==> config.mk <==
export PLATFORM = sky130hd
export DESIGN_NAME = dec_serial_adder
export DESIGN_NICKNAME = d
export VERILOG_FILES = /design/src/rtl/dec_serial_adder_pkg.sv /design/src/rtl/dec_full_adder.sv /design/src/rtl/dec_serial_adder.sv
export SDC_FILE = /design/constraint.sdc
export NUM_CORES = 1
export LEC_CHECK = 0
export BUFFER_PORTS_ARGS = -buffer_cell sky130_fd_sc_hd__buf_2
export CORE_UTILIZATION = 37
export CTS_BUF_LIST = sky130_fd_sc_hd__clkbuf_4
export CTS_CLUSTER_DIAMETER = 40
export DETAILED_ROUTE_END_ITERATION = 16
export PLACE_DENSITY_LB_ADDON = 0.05
export SKIP_LAST_GASP = 1
export SLEW_MARGIN = 20
export SYNTH_ARGS = -nofsm -noshare
export SYNTH_HDL_FRONTEND = slang
export SYNTH_SLANG_ARGS = --single-unit
==> constraint.sdc <==
create_clock -name clk -period 4.8 [get_ports clk]
set_clock_uncertainty 0.2 [all_clocks]
set_input_delay 1.2 -clock clk [delete_from_list [all_inputs] [get_ports clk]]
set_output_delay 1.2 -clock clk [all_outputs]
set_load 0.02 [all_outputs]
==> src/rtl/dec_serial_adder_pkg.sv <==
// dec_serial_adder_pkg: shared state encoding and default width
package dec_serial_adder_pkg;
    typedef enum logic [1:0] {
        IDLE = 2'd0,
        RUN  = 2'd1,
        DONE = 2'd2
    } state_t;
    localparam int DEF_WIDTH = 8;
endpackage

==> src/rtl/dec_full_adder.sv <==
// dec_full_adder: full adder built from a 3-to-8 active-low minterm decode
module dec_full_adder
    import dec_serial_adder_pkg::*;
(
    input  logic a_i,
    input  logic b_i,
    input  logic c,
    output logic s,
    output logic co
);
    logic [7:0] dec_n;
    // one-hot active-low decode of {a_i, b_i, c}
    always_comb begin
        for (int k = 0; k < 8; k++) dec_n[k] = ({a_i, b_i, c} != 3'(k));
    end
    assign s  = ~&{dec_n[1], dec_n[2], dec_n[4], dec_n[7]};
    assign co = ~&{dec_n[3], dec_n[5], dec_n[6], dec_n[7]};
endmodule

==> src/rtl/dec_serial_adder.sv <==
// dec_serial_adder: bit-serial LSB-first add/subtract with gated enables
module dec_serial_adder
    import dec_serial_adder_pkg::*;
#(
    parameter int WIDTH = DEF_WIDTH
) (
    input  logic             clk,
    input  logic             rst,
    input  logic             start,
    input  logic             sub,
    input  logic [WIDTH-1:0] a,
    input  logic [WIDTH-1:0] b,
    input  logic             e1,
    input  logic             e2_low,
    input  logic             e3_low,
    output logic             busy,
    output logic             done,
    output logic [WIDTH-1:0] sum,
    output logic             cout,
    output logic             ovf
);
    localparam int IW = $clog2(WIDTH);
    state_t state, next;
    logic [WIDTH-1:0] ra, rb;
    logic [WIDTH-2:0] acc;
    logic [IW-1:0] idx;
    logic carry, en, last, s, co;
    assign en   = e1 & ~e2_low & ~e3_low;
    assign last = (idx == IW'(WIDTH - 1));
    assign busy = (state == RUN);
    assign done = (state == DONE);
    dec_full_adder u_fa (.a_i(ra[idx]), .b_i(rb[idx]), .c(carry), .s(s), .co(co));
    // state register
    always_ff @(posedge clk or posedge rst) begin
        if (rst) state <= IDLE;
        else     state <= next;
    end
    // next-state: DONE always exits, other moves need en
    always_comb begin
        next = IDLE;
        case (state)
            IDLE:    next = (start && en) ? RUN : IDLE;
            RUN:     next = (en && last) ? DONE : RUN;
            default: next = IDLE;
        endcase
    end
    // operand capture, serial datapath and result registers
    always_ff @(posedge clk or posedge rst) begin
        if (rst) begin
            ra    <= '0;
            rb    <= '0;
            acc   <= '0;
            idx   <= '0;
            carry <= 1'b0;
            sum   <= '0;
            cout  <= 1'b0;
            ovf   <= 1'b0;
        end else if (en && state == IDLE && start) begin
            ra    <= a;
            rb    <= b ^ {WIDTH{sub}};
            carry <= sub;
            idx   <= '0;
        end else if (en && state == RUN) begin
            acc   <= (WIDTH-1)'({s, acc} >> 1);
            carry <= co;
            idx   <= idx + IW'(1);
            if (last) begin
                sum  <= {s, acc};
                cout <= co;
                ovf  <= carry ^ co;
            end
        end
    end
endmodule

Yosys cells after proc, flatten, opt, wreduce, memory -nomap -nowiden
Cells that the tools add are included.
- memory bits (read-only): 0
- RAM bits: 0
- output and inout port bits: 12
- memories: 0
- flip-flop bits (word level): 39
- bits of input ports: 23
- bits in latches: 0
- eq/ne operators: 10
- multiplexer cells: 11
- shifts and indexed selects: 0
- multipliers: 0
- magnitude comparators: 1
- reduce and logical (&&, ||, !) cells: 13
- divide/modulo/power cells: 0
- add/sub/neg operators: 1
- bitwise logic cells: 7
- operators by type and width (cell ; count):
    inequality test 3 bit (second input constant) ; 4
    AND reduction 4 bit ; 2
    bitwise XOR 8 bit ; 1
    binary-select mux 1 bit (select 3 bit) ; 2
    2-to-1 mux 3 bit ; 2
    inequality test 3 x 2 -> 1 bit (second input constant) ; 2
    logical AND 1 bit ; 5
    2-to-1 mux 1 bit ; 5
    less-than comparator 3 x 4 -> 1 bit (second input constant) ; 1
    case mux 2 bit (2 select lines) ; 1
    adder 3 x 1 -> 3 bit (second input constant) ; 1
    == test 3 bit (second input constant) ; 1
    inequality test 3 x 1 -> 1 bit (second input constant) ; 1
    NOT 1 bit ; 3
    AND reduction 3 bit ; 1
    AND 1 bit ; 2
    == test 2 x 1 -> 1 bit (second input constant) ; 1
    == test 2 bit (second input constant) ; 1
    logical NOT 1 bit ; 2
    logical NOT 2 bit ; 1
    2-to-1 mux 2 bit ; 1
    AND reduction 2 bit ; 1
    nonzero test 2 bit ; 1
    bitwise XOR 1 bit ; 1

Logic depth before layout (Yosys ltp)
- depth in word-level cells: 7
- depth in mapped cells: 6

By module
Synthesis repeated with hierarchy kept, for this count alone.
- cell total of the unflattened synthesis: 116
- area, all modules: 1844.3 sq um
- by module, submodules not included (module ; sequential area each (sq um) ; area an instance (sq um) ; cells an instance ; instances):
    dec_serial_adder ; 975.9 ; 1824.2 ; 115 ; 1
    dec_full_adder ; 0.0 ; 20.0 ; 1 ; 1

Least setup slack after synthesis
Ideal clock, no wire load.
- kind: input to register
- from: input port e2_low
- to: register ra[7]
- cell stages on the path: 5
- arrival: 2.476 ns
- path slack: 1.999 ns
- path buffers: 2
- required time: 4.475 ns
- path through: or4b_4 -> nor3b_2 -> buf_6 -> buf_12 -> mux2_4
- longest elaborated chain between the ends: 5
- ends and longest elaborated chain (element ; line ; text):
    start: declaration ; dec_serial_adder.sv:14 ; input logic e2_low,
    NOT 1 bit ; dec_serial_adder.sv:28 ; assign en = e1 & ~e2_low & ~e3_low;
    AND 1 bit (2 in a row) ; dec_serial_adder.sv:28 ;
    logical AND 1 bit (2 in a row) ; dec_serial_adder.sv:58 ; end else if (en && state == IDLE && start) begin
    end signal: assignment ; dec_serial_adder.sv:50 ; ra <= '0;
    end signal: assignment ; dec_serial_adder.sv:59 ; ra <= a;
    end: declaration ; dec_serial_adder.sv:24 ; logic [WIDTH-1:0] ra, rb;
No other way between the ends.
A chain may end at the register's enable or synchronous reset.

Worst setup path after layout
- from: register state[1]
- to: output port busy
- longest elaborated chain between the ends: 1
- ends and longest elaborated chain (element ; line ; text):
    start: declaration ; dec_serial_adder.sv:23 ; state_t state, next;
    start signal: assignment ; dec_serial_adder.sv:36 ; else state <= next;
    == test 2 x 1 -> 1 bit ; dec_serial_adder.sv:30 ; assign busy = (state == RUN);
    end: declaration ; dec_serial_adder.sv:16 ; output logic busy,
No other way between the ends.

==> metrics.md <==
| Metric | Value |
|---|---|
| HP Class | reg2reg |
| Placed cell count | 206 |
| Die ar. | 5150 um2 |
| Initial antenna violation count | 0 |
| CP peak stage delay | 0.42 ns |
| Clock Path Buffers | 2 |
| Critical Path End Type | primary output |
| WL per Instance | 14.9 um |
| WP data required | 3.40 ns |
| Global Route Usage Sum | 13.9% |
| # DRC | 0 |
| Core Area | 4690 um2 |
| Length of the first detailed-routing pass in iterations | 4 |
| Setup TNS | 0 ns |
| Pins Over Slew Limit | 0 |
| Initial Util | 38.4% |
| Final setup vio count | 0 |
| IO buf count | 34 |
| Rows | 25 |
| Crit-path cells | nand2b_1 > inv_1 > buf_2 |
| Comb pwr share | 32.3% |
| Die height | 71.8 um |
| Total power | 0.995 mW |
| Final Hold Fails | 0 |
| Area fraction of the dominant cell type after synthesis | 54.2% |
| Final Util | 43.9% |
| Die Width | 71.8 um |
| Critical-path maximum fanout | 7 |
| Crit path time final | 2.75 ns |
| RSZ-0062 raised after global routing | false |
| Met2 GRT Util | 20.5% |
| CTS Sinks | 39 |
| CTS clock-pin slew for the worst setup and hold paths | 0.12 ns |
| Vias per inst | 5.01 |
| Status | finished, final reports clean |
| Most Crowded Layer GR | met2 |
| First-pass GRT wire length | 5210 um |
| Rel. slew slack | 67.1% |
| Slew @ Worst Pin | 0.493 ns |
| Hold buffers post-CTS | 0 |
| M1 GR Usage | 18.6% |
| Area grow syn2layout | 14.5% |
| Starting DRT DRC Count | 41 |
| Max Clk Rate | 363 MHz |
| Maximum vdd drop | 0.000162 V |
| Sw power | 0.325 mW |
| Routed WL | 3170 um |
| Final ANT Viol Nets | 0 |
| Fin crit share | 57.3% |
| Worst-Skew Late Latency | 0.34 ns |
| DP HPWL | 2250 um |
| Number of synthesized register bits | 39 |
| Placer Congestion | 0.740 |
| Sequential share of the synthesized area | 54.2% |
| Power Internal | 0.670 mW |
| Number of global-route vias before repair | 1038 |
| Synthesized area | 1800 um2 |
| Commonest non-fill, non-tap cell in the layout | dfrtp_1 |
| Setup repair bufs after CTS | 0 |
| Crit path max-delay cell type | dfrtp_1 |
| Post-route cell area | 2060 um2 |
| Net Sw Frac | 32.6% |
| Post-route insts no fill | 213 |
| Post-synthesis cell type with the largest combined area | dfrtp_1 |
| Ranking of synthesized cells by area | dfrtp_1 54%, mux2_2 14%, mux2_4 5.8%, mux4_2 5.0%, xor2_1 3.9% |
| Resized Gates After CTS | 0 |
| Syn_area_per_cell | 15.0 um2 |
| CTS root buf | clkbuf_4 |
| Share of layout cells above drive strength 1 | 50.9% |
| Cells after synthesis | 120 |
| Largest net degree at the start of global routing | 40 |
| # IOs | 35 |
| Number of nets in the layout | 185 |
| Synth Net Count | 146 |
| Sequential fraction of design power | 52.3% |
| Placed cell area | 2010 um2 |
| Clk pwr share | 15.4% |
| P_leak | 1.04 nW |
| Yosys warning count | 0 |
| Crit path buf inv count | 2 |
| Gr ovfl total | 0 |
| Startpoint types | flip-flop |
| H-Tree Depth | 2 |
| CTS buffer count | 5 |
| CP arrival | 1.35 ns |
| TritonCTS clock tree | built |
| Met3 global-route usage | 5.06% |
| Vias | 1068 |
| Synth cell types | 31 |
| # diodes | 0 |
| Critical path's top delay family | flip-flops |
| Commonest non-fill, non-tap cells in the layout | 39 x dfrtp_1, 34 x buf_2, 23 x mux2_2, 8 x xor2_1, 7 x mux2_4 |
| Max cap viols | 0 |
| P per Cell Area | 483 nW/um2 |
| WS Path Type | reg2out |
## state kept, by name, summed over array words and instances (netlist names)
signal  flops
sum         8
cout        1
state       2
idx         3
rb          8
carry       1
ovf         1
acc         7
ra          8
## metrics by stage
step	hold slack (ns)	worst slack, ns
global placement	0.281	1.79
CTS	0.317	2.01
floorplan	0.275	2.00
finish	0.313	2.05
global route	0.333	1.91
detailed placement	0.290	1.78
## synth_stat cells (all sizes together)
cell / count
a21oi: 5
a222oi: 1
a22o: 2
and2b: 1
and4bb: 1
buf: 3
clkbuf: 1
clkinv: 1
dfrtp: 39
fa: 1
ha: 2
inv: 4
mux2: 30
mux2i: 2
mux4: 4
nand2: 1
nand2b: 1
nor2: 2
nor3b: 1
o21ai: 3
o21bai: 1
or2: 1
or3: 2
or3b: 1
or4b: 1
xnor2: 1
xor2: 8
## final timing paths
check	start	slack (ns)	to	cells after the start
worst max register to register	idx[0]	2.44	sum[1]	6
worst max-delay path	state[1]	2.05	busy	3
worst min register to register	sum[0]	0.31	sum[0]	1
max in group asynchronous	rst	3.29	ra[4]	3
worst min-delay path	sum[0]	0.31	sum[0]	1
min in group asynchronous	rst	0.76	sum[0]	3
## worst reg2reg max path, delay by kind of cell (launching register included)
kind | cells | cell delay (ns)
flip-flops | 1 | 0.53
buffers and inverters | 1 | 0.29
multiplexers | 1 | 0.35
AND/OR/NAND/NOR | 2 | 0.44
adder cells (fa/ha/maj) | 2 | 0.44
## layout make-up
| class | instances | area (um2) |
|---|---|---|
| clock buffers | 5 | 37.5 |
| well taps | 54 | 67.6 |
| inverters | 5 | 18.8 |
| flip-flops and latches | 39 | 976 |
| repair buffers | 36 | 185 |
| multi-input cells | 72 | 767 |
| fillers | 441 | 2630 |
| clock inverters | 2 | 8.76 |
## logic make-up after synthesis
| kind of cell | Yosys count | synth area share [%] |
|---|---|---|
| AOI/OAI and AO/OA | 12 | 4.17 |
| adders and majority gates | 3 | 2.50 |
| and+or+nand+nor | 12 | 5.21 |
| DFF | 39 | 54.2 |
| muxes | 36 | 26.3 |
| xor gates and xnor gates | 9 | 4.38 |
| buffers and inverters | 9 | 3.20 |
## power groups by stage
stage / combinational (mW) / clock [mW] / sequential (mW)
after CTS: 0.326 / 0.163 / 0.523
after global routing: 0.352 / 0.177 / 0.538
final: 0.322 / 0.153 / 0.520
after detailed placement: 0.324 / 0 / 0.529
after global placement: 0.316 / 0 / 0.526
after floorplan: 0.238 / 0 / 0.516
## metal layers
metal	routed length, um	share of wire, %	vias to the layer above
met4	26	0.82	0
met2	1480	47	33
met3	163	5.2	4
li1	-	-	506
met5	0	0	-
met1	1500	47	525
Note: power is estimated with default switching activity, not from simulation.
